===== config.mk =====
export PLATFORM = sky130hd
export DESIGN_NAME = aes_round_sequencer
export DESIGN_NICKNAME = d
export VERILOG_FILES = /design/src/rtl/aes_pkg.sv /design/src/rtl/aes_round_comb.sv /design/src/rtl/aes_round_sequencer.sv
export SDC_FILE = /design/constraint.sdc
export NUM_CORES = 2
export LEC_CHECK = 0
export BUFFER_PORTS_ARGS = -buffer_cell sky130_fd_sc_hd__buf_2
export CAP_MARGIN = 20
export CORE_AREA = 2 2 659 661
export DETAILED_ROUTE_END_ITERATION = 6
export DIE_AREA = 0 0 661 663
export MAX_ROUTING_LAYER = met4
export PLACE_DENSITY = 0.44
export SETUP_SLACK_MARGIN = 0.4
export SYNTH_ARGS = -nofsm -noshare
export SYNTH_HDL_FRONTEND = slang
export SYNTH_SLANG_ARGS = --single-unit

===== constraint.sdc =====
create_clock -name clk -period 8.05 [get_ports clk]
set_clock_uncertainty 0.15 [all_clocks]
set_input_delay 1.2075 -clock clk [delete_from_list [all_inputs] [get_ports clk]]
set_output_delay 1.2075 -clock clk [all_outputs]
set_load 0.005 [all_outputs]

===== src/rtl/aes_pkg.sv =====
// Shared AES definitions: block geometry, S-box, GF(2^8) doubling, sequencer states.
// State bytes are column-major: byte i = row (i%4), column (i/4), and byte 0 sits in bits [127:120].
package aes_pkg;

  localparam int Nb = 4;

  typedef enum logic [1:0] {
    IDLE = 2'd0,
    RUN  = 2'd1,
    DONE = 2'd2
  } seqState_e;

  // Element 0 of the packed array is the leftmost literal byte, so SboxTab[b] is S(b).
  localparam logic [0:255][7:0] SboxTab = {
    128'h637c777bf26b6fc53001672bfed7ab76,
    128'hca82c97dfa5947f0add4a2af9ca472c0,
    128'hb7fd9326363ff7cc34a5e5f171d83115,
    128'h04c723c31896059a071280e2eb27b275,
    128'h09832c1a1b6e5aa0523bd6b329e32f84,
    128'h53d100ed20fcb15b6acbbe394a4c58cf,
    128'hd0efaafb434d338545f9027f503c9fa8,
    128'h51a3408f929d38f5bcb6da2110fff3d2,
    128'hcd0c13ec5f974417c4a77e3d645d1973,
    128'h60814fdc222a908846eeb814de5e0bdb,
    128'he0323a0a4906245cc2d3ac629195e479,
    128'he7c8376d8dd54ea96c56f4ea657aae08,
    128'hba78252e1ca6b4c6e8dd741f4bbd8b8a,
    128'h703eb5664803f60e613557b986c11d9e,
    128'he1f8981169d98e949b1e87e9ce5528df,
    128'h8ca1890dbfe6426841992d0fb054bb16
  };

  function automatic logic [7:0] sbox(input logic [7:0] b);
    return SboxTab[b];
  endfunction

  function automatic logic [7:0] xtime(input logic [7:0] b);
    return {b[6:0], 1'b0} ^ (b[7] ? 8'h1b : 8'h00);
  endfunction

  function automatic int nr_of(input int nk);
    return nk + 6;
  endfunction

endpackage


===== src/rtl/aes_round_comb.sv =====
// One combinational AES encryption round: SubBytes, ShiftRows, optional MixColumns, AddRoundKey.
module aes_round_comb
  import aes_pkg::*;
(
  input  logic [127:0] state_in,
  input  logic [127:0] rk,
  input  logic         last,
  output logic [127:0] state_out
);

  logic [127:0] subBytes;
  logic [127:0] shiftRows;
  logic [127:0] mixColumns;

  for (genvar i = 0; i < 16; i++) begin : g_sub
    assign subBytes[127-8*i -: 8] = sbox(state_in[127-8*i -: 8]);
  end

  for (genvar c = 0; c < Nb; c++) begin : g_col
    logic [7:0] a0, a1, a2, a3;

    // Row r rotates left by r columns.
    for (genvar r = 0; r < 4; r++) begin : g_row
      assign shiftRows[127-8*(r+4*c) -: 8] = subBytes[127-8*(r+4*((c+r)%4)) -: 8];
    end

    assign a0 = shiftRows[127-32*c -: 8];
    assign a1 = shiftRows[119-32*c -: 8];
    assign a2 = shiftRows[111-32*c -: 8];
    assign a3 = shiftRows[103-32*c -: 8];

    assign mixColumns[127-32*c -: 32] = {
      xtime(a0) ^ xtime(a1) ^ a1 ^ a2 ^ a3,
      a0 ^ xtime(a1) ^ xtime(a2) ^ a2 ^ a3,
      a0 ^ a1 ^ xtime(a2) ^ xtime(a3) ^ a3,
      xtime(a0) ^ a0 ^ a1 ^ a2 ^ xtime(a3)
    };
  end

  assign state_out = (last ? shiftRows : mixColumns) ^ rk;

endmodule


===== src/rtl/aes_round_sequencer.sv =====
// Iterative AES encryptor: one round per clock through a shared round datapath,
// with valid/ready handshakes on plaintext in and ciphertext out.
module aes_round_sequencer
  import aes_pkg::*;
#(
  parameter int Nk = 4,
  parameter int Nr = nr_of(Nk)
) (
  input  logic                    clk,
  input  logic                    rst_n,
  input  logic                    in_valid,
  output logic                    in_ready,
  input  logic [127:0]            plain_text,
  input  logic [128*(Nr+1)-1:0]   round_keys,
  output logic                    out_valid,
  input  logic                    out_ready,
  output logic [127:0]            cipher_text,
  output logic                    busy
);

  localparam int RoundW = $clog2(Nr + 1);

  seqState_e         fsm;
  logic [RoundW-1:0] round;
  logic [127:0]      stateReg;
  logic              idleFlag;
  logic              outValidReg;
  logic              busyReg;

  logic [127:0]      rkArr [Nr+1];
  logic [127:0]      roundKey;
  logic [127:0]      roundOut;
  logic              lastRound;

  for (genvar i = 0; i <= Nr; i++) begin : g_rk
    assign rkArr[i] = round_keys[128*(Nr+1)-1-128*i -: 128];
  end

  // Explicit compare-mux so counter codes above Nr can never select a key.
  always_comb begin
    roundKey = rkArr[0];
    for (int i = 1; i <= Nr; i++) begin
      if (round == RoundW'(i)) roundKey = rkArr[i];
    end
  end

  assign lastRound = (round == RoundW'(Nr));

  aes_round_comb roundComb (
    .state_in (stateReg),
    .rk       (roundKey),
    .last     (lastRound),
    .state_out(roundOut)
  );

  // DONE with out_ready may hand off and accept the next block on the same edge.
  always_ff @(posedge clk or negedge rst_n) begin
    if (!rst_n) begin
      fsm         <= IDLE;
      round       <= '0;
      stateReg    <= '0;
      idleFlag    <= 1'b1;
      outValidReg <= 1'b0;
      busyReg     <= 1'b0;
    end else begin
      case (fsm)
        IDLE: begin
          if (in_valid) begin
            stateReg <= plain_text ^ rkArr[0];
            round    <= RoundW'(1);
            fsm      <= RUN;
            idleFlag <= 1'b0;
            busyReg  <= 1'b1;
          end
        end
        RUN: begin
          stateReg <= roundOut;
          if (lastRound) begin
            round       <= '0;
            fsm         <= DONE;
            busyReg     <= 1'b0;
            outValidReg <= 1'b1;
          end else begin
            round <= round + 1'b1;
          end
        end
        DONE: begin
          if (out_ready) begin
            outValidReg <= 1'b0;
            if (in_valid) begin
              stateReg <= plain_text ^ rkArr[0];
              round    <= RoundW'(1);
              fsm      <= RUN;
              busyReg  <= 1'b1;
            end else begin
              fsm      <= IDLE;
              idleFlag <= 1'b1;
            end
          end
        end
        default: begin
          fsm         <= IDLE;
          round       <= '0;
          idleFlag    <= 1'b1;
          outValidReg <= 1'b0;
          busyReg     <= 1'b0;
        end
      endcase
    end
  end

  assign in_ready    = idleFlag | (outValidReg & out_ready);
  assign out_valid   = outValidReg;
  assign busy        = busyReg;
  assign cipher_text = stateReg;

endmodule


Word level (Yosys, flattened, before mapping) --
Memory sizes are Yosys's and may differ from the RTL's. Index checks and enable logic that the tools add are counted.
Cells by class: mux-type cells 82, add/sub/neg operators 1, equality and inequality tests 16, divide/modulo/power cells 0, multipliers 0, bitwise gates (word level) 102, $lt $le $gt $ge 16, shift-type cells 0, reductions and logical operators 7
Operators with widths (count):
- 128-bit two-way mux | 13
- 8-bit XOR | 80
- 128-bit case mux with 3 select lines | 1
- 8-bit two-way mux | 32
- 128-bit XOR | 2
- 9-bit greater-or-equal comparator, second input constant | 16
- 8-bit NOT with 9-bit output | 16
- 5-bit two-way mux | 16
- 4-bit by 3-bit equality test with 1-bit output, second input constant | 4
- 4-bit equality test, second input constant | 3
- 4-bit two-way mux | 3
- 4-bit case mux with 3 select lines | 1
- 1-bit two-way mux | 9
- 1-bit case mux with 3 select lines | 3
- 4-bit by 2-bit equality test with 1-bit output, second input constant | 2
- 2-bit two-way mux | 3
- 2-bit != test, second input constant | 3
- 2-bit case mux with 3 select lines | 1
- 3-bit AND reduction | 2
- 4-bit by 1-bit adder with 4-bit output, second input constant | 1
- 4-bit by 1-bit equality test with 1-bit output, second input constant | 1
- 2-bit AND reduction | 2
- 4-bit AND reduction | 1
- 3-bit nonzero test | 1
- 7 further kinds | 8
Word-level totals: memories kept 16, logic and storage cells 246, flip-flop bits (word level) 137, memory bits (read-only) 32768, latch bits 0, RAM bits 0
Memories:
- (no name shown) | words 256, width 8, read ports 1, clocked after Yosys merged registers in 0, write ports 0, line aes_pkg.sv:34 | return SboxTab[b];
- (no name shown) | words 256, width 8, read ports 1, clocked after Yosys merged registers in 0, write ports 0, line aes_pkg.sv:34
- (no name shown) | words 256, width 8, read ports 1, clocked after Yosys merged registers in 0, write ports 0, line aes_pkg.sv:34
- (no name shown) | words 256, width 8, read ports 1, clocked after Yosys merged registers in 0, write ports 0, line aes_pkg.sv:34
- (no name shown) | words 256, width 8, read ports 1, clocked after Yosys merged registers in 0, write ports 0, line aes_pkg.sv:34
- (no name shown) | words 256, width 8, read ports 1, clocked after Yosys merged registers in 0, write ports 0, line aes_pkg.sv:34
- 10 more memories

Logic depth before layout (Yosys ltp) --
word-level depth 13, depth in mapped cells 18

Hierarchy --
Synthesis repeated with hierarchy kept, for this count alone.
Second synthesis, totals: cell total of the unflattened synthesis 12804, area, all modules 83965.5 um2
By module, submodules not included:
- aes_round_comb | area an instance 62515.0 um2, instances 1, cells an instance 9391
- aes_round_sequencer | area an instance 21450.6 um2, instances 1, cells an instance 3413

Worst setup path before layout --
OpenSTA, ideal clock, no wires.
path type flip-flop to flip-flop, start point register stateReg[25], in the netlist cipher_text[25], end point register stateReg[25], in the netlist cipher_text[25], setup slack 3.477 ns, arrival 4.302 ns, required time 7.779 ns, clock period less this slack 4.573 ns, library setup time 0.121 ns, cell stages (with the launch flop) 17, path buffers 4, cells stage by stage dfrtp_1 buf_2 clkbuf_1 inv_1 ha_1 clkbuf_1 buf_2 nand2b_1 a311oi_1 nor3_1 a2111oi_0 nor4_4 xor2_1 xnor3_1 xnor2_1 nand2_1 a22o_1
On the way: longest elaborated chain between the ends 13, elaborated cells on any way between the ends 15
Ends and longest elaborated chain:
- start, declared | line aes_round_sequencer.sv:25 | logic [127:0] stateReg;
- start signal, assigned | line aes_round_sequencer.sv:69 | stateReg <= plain_text ^ rkArr[0];
- start signal, assigned | line aes_round_sequencer.sv:77 | stateReg <= roundOut;
- start signal, assigned | line aes_round_sequencer.sv:91 | stateReg <= plain_text ^ rkArr[0];
- 8-bit NOT with 9-bit output (implied by the code) | line aes_pkg.sv:34
- memory read 256 x 8 bit
- 8-bit two-way mux (implied by the code) (2 in a row) | line aes_pkg.sv:34
- 5-bit two-way mux | line aes_pkg.sv:38 | return {b[6:0], 1'b0} ^ (b[7] ? 8'h1b : 8'h00);
- 8-bit XOR | line aes_pkg.sv:38
- 8-bit XOR (4 in a row) | line aes_round_comb.sv:33 | xtime(a0) ^ xtime(a1) ^ a1 ^ a2 ^ a3,
- 128-bit two-way mux | line aes_round_comb.sv:40 | assign state_out = (last ? shiftRows : mixColumns) ^ rk;
- 128-bit XOR | line aes_round_comb.sv:40
- 128-bit case mux with 3 select lines (*) | line aes_round_sequencer.sv:66 | case (fsm)
Mark *: on every way between the ends. The rest lies on a longest branch, timed or not. The select of a mux whose other input is x is not followed. A chain may end at the register's enable or synchronous reset.

Worst setup path in the final report --
start point register stateReg[81], in the netlist cipher_text[81], end point register stateReg[112], in the netlist cipher_text[112]
On the way: longest elaborated chain between the ends 13
Ends and longest elaborated chain:
- 8-bit NOT with 9-bit output (implied by the code) (*) | line aes_pkg.sv:34
- memory read 256 x 8 bit (*)
- 8-bit two-way mux (implied by the code) (*) (2 in a row) | line aes_pkg.sv:34
- 5-bit two-way mux | line aes_pkg.sv:38
- 8-bit XOR | line aes_pkg.sv:38
- 8-bit XOR (4 in a row) | line aes_round_comb.sv:34 | a0 ^ xtime(a1) ^ xtime(a2) ^ a2 ^ a3,
- 128-bit two-way mux (*) | line aes_round_comb.sv:40
- 128-bit XOR (*) | line aes_round_comb.sv:40
- 128-bit case mux with 3 select lines (*) | line aes_round_sequencer.sv:66
Marked as above.

==> run_results.csv <==
group,metric,value,unit
run_status,outcome,"finished with violations",
run_status,violations,"DRC",
cts,cts_sinks,137,
cts,cts-htree-levels,4,
cts,clk_pin_slew_worst_paths,0.07,ns
worst_setup_path,crit_slowest_cell,"mux2i_1",
cells_and_area,layout.cells.non_filler,18920,
global_route,grt_use_total,40.56,%
sta,relSlewSlack,10.49,%
cells_and_area,n_fill_cell,49720,
worst_setup_path,path_cells,"inv_1 -> ha_1 -> nor2b_1 -> o22ai_1 -> mux4_2 -> o221ai_1 -> o31ai_4 -> xor2_1 -> xnor2_1 -> xnor2_1 -> mux2i_1 -> xnor2_2 -> o221ai_1",
synth,synth_nets,13360,
synth,ys.flop_type,"dfrtp_1",
global_route,grt_pass1_wl,1144000,µm
worst_hold_path,hold_path.startpoint,"cipher_text[111]",
synth,yosysSeqAreaShare,4.338,%
worst_setup_path,critical_path.startpoint,"cipher_text[81]",
sta,fmax,156.8,MHz
cts,cts_setup_buffers,0,
worst_setup_path,slowest_delay,0.77,ns
sta,whs,0.3966,ns
worst_hold_path,hold_path_end,"cipher_text[111]",
synth,synthTopCellsByArea,"mux4_2 (8.8%), a21oi_1 (6.8%), xnor2_1 (6.4%), o21ai_0 (6.3%), nand2_1 (4.5%)",
die,die_w,661,µm
routing,wl_per_cell,47.97,µm
die,ios,1671,
sta,hold_viol,0,
die,coreArea,0.4321,mm²
die,start_util,18.30,%
sta,tightest_slew,1.333,ns
global_route,grt_max_degree,118,
sta,fin_crit_sh,79.21,%
sta,setup_violations,0,
routing,vias,114700,
worst_setup_path,r2r_cells,13,
worst_setup_path,reg2reg_to,"cipher_text[112]",
global_route,first_global_vias,103500,
sta,rsz0062_at_grt,"false",
synth,syn_area,0.07905,mm²
sta,slew_violations,0,
routing,drc,1,
worst_setup_path,worstPathRequired,8.41,ns
routing,totalWireLength,907500,µm
placed_design,numPortBuffers,1670,
cts,cts_root_buf,"clkbuf_16",
sta,period_minus_slack,6.377,ns
worst_setup_path,cp.arrival,6.73,ns
worst_setup_path,critPathMaxFanout,17,
cells_and_area,layout.nets,14220,
placed_design,gp_congestion,1.116,
synth,syn_inst,11590,
placed_design,dp.cells,18150,
die,num_rows,242,
job,maxCapViolCount,0,
cts,clk-insertion-delay-late,0.63,ns
synth,synthArstFlopShare,100.0,%
cells_and_area,final_common_cell,"buf_2",
die,dieArea,0.4382,mm²
worst_setup_path,r2r_slack,1.67,ns
cells_and_area,area_delta_synth_final,21.43,%
synth,synth_cell_types,129,
cts,cts_hold_buf,0,
routing,drt-initial-drc-count,19340,
routing,ant_nets,0,
synth,synth_edf_count,0,
synth,yosysTopAreaCellShare,8.832,%
cts,cts_buffers,25,
synth,ys_ff_latch,137,
worst_hold_path,min_path_type,"reg -> reg",
global_route,gr-total-overflow,0,
global_route,antenna_found_initial,497,
synth,postSynthAreaPerCell,6.821,µm²
cts,clk_path_buf_depth,3,
routing,dr.pass1.iters,7,
worst_setup_path,worstSetupPathType,"reg -> reg",
synth,ys_warn_count,0,
routing,avgViaCountPerCell,6.063,
worst_setup_path,critPathCaptureType,"flip-flop",
worst_hold_path,min_delay_path_depth,2,
worst_setup_path,cp-start-kind,"flip-flop",
cells_and_area,drive_above_1_share,24.09,%
cells_and_area,layout_common_cells,"buf_2 (1670), a21oi_1 (1071), o21ai_0 (996), nand2_1 (925), nor2_1 (909)",
die,die_h,663,µm
synth,synth_top_area_cell,"mux4_2",
cts,ctsResizeCount,0,
cts,cts_tree,"done",
worst_setup_path,reg2reg_from,"cipher_text[81]",
placed_design,place_hpwl,735200,µm
sta,fin_setup_tns,0,ns
[cell type report]
| type | count | area [µm²] | share of cell area (%) |
|---|---|---|---|
| antenna | 726 | 1817 | 1.893 |
| clock buffer | 30 | 674.4 | 0.7026 |
| clock inverter | 3 | 42.54 | 0.04432 |
| inverter | 189 | 714.4 | 0.7443 |
| multi-input combinational | 9889 | 69290 | 72.19 |
| sequential | 137 | 3560 | 3.708 |
| tap | 5734 | 7174 | 7.474 |
| timing repair buffer | 2212 | 12720 | 13.25 |
[synthesized netlist by cell type, types with 235 or more instances]
master       n
nor3_1     354
a21oi_1   1072
nand3_1    336
mux4_2     310
a211oi_1   319
buf_2      414
nand2_1    939
nand2b_1   315
clkbuf_1   726
nor2_1     927
xor2_1     235
mux2i_1    252
o21ai_0   1002
xnor2_1    580
[metrics by stage]
| step | instance area, µm² | worst slack [ns] | utilization (%) |
|---|---|---|---|
| floorplan | 79050 | 3.478 | - |
| global placement | 93160 | 1.619 | 21.56 |
| detailed placement | 93320 | 1.795 | 21.60 |
| CTS | 94040 | 1.767 | 21.76 |
| global route | 95850 | 1.482 | 22.18 |
| finish | 95990 | 1.673 | 22.22 |
[kinds of logic after synthesis]
family	Yosys count	synth area share (%)
adder cells (fa/ha/maj)	231	3.653
flip-flops	137	4.338
multiplexers	635	13.14
AND/OR/NAND/NOR	3630	22.10
XOR/XNOR	836	9.543
buffers and inverters	1563	8.726
AO/OA/AOI/OAI	4557	38.50
[flip-flops by register name, indices dropped and copies added, names as in the netlist]
register	flops
busy	1
cipher_text	128
fsm	2
out_valid	1
round	4
idleFlag	1
[worst max path at each step]
| stage | depth (start not counted) | slack, ns | to |
|---|---|---|---|
| floorplan | 16 | 3.48 | cipher_text[25] |
| global placement | 13 | 1.62 | cipher_text[116] |
| detailed placement | 13 | 1.80 | cipher_text[112] |
| CTS | 13 | 1.77 | cipher_text[112] |
| global route | 13 | 1.48 | cipher_text[112] |
| finish | 13 | 1.67 | cipher_text[112] |
[worst max-delay path, delay by kind of cell (launching register included)]
kind                     cells  cell delay (ns)
AND/OR/NAND/NOR              1             0.55
adder cells (fa/ha/maj)      1             0.73
flip-flops                   1             0.75
AO/OA/AOI/OAI                4             1.27
multiplexers                 2             1.31
XOR/XNOR                     4             1.03
buffers and inverters        1             0.43
[layer usage]
layer | up-vias | wire, µm | global-route usage [%]
met4 | 0 | 98160 | 34.94
met2 | 8844 | 373700 | 56.96
met5 | - | 0 | -
met3 | 1882 | 101900 | 13.10
met1 | 57620 | 333700 | 46.17
li1 | 46370 | - | -
Power is left out: the tool's default activity adds up to more than one toggle a clock period on the data nets, which glitch-free logic cannot reach.
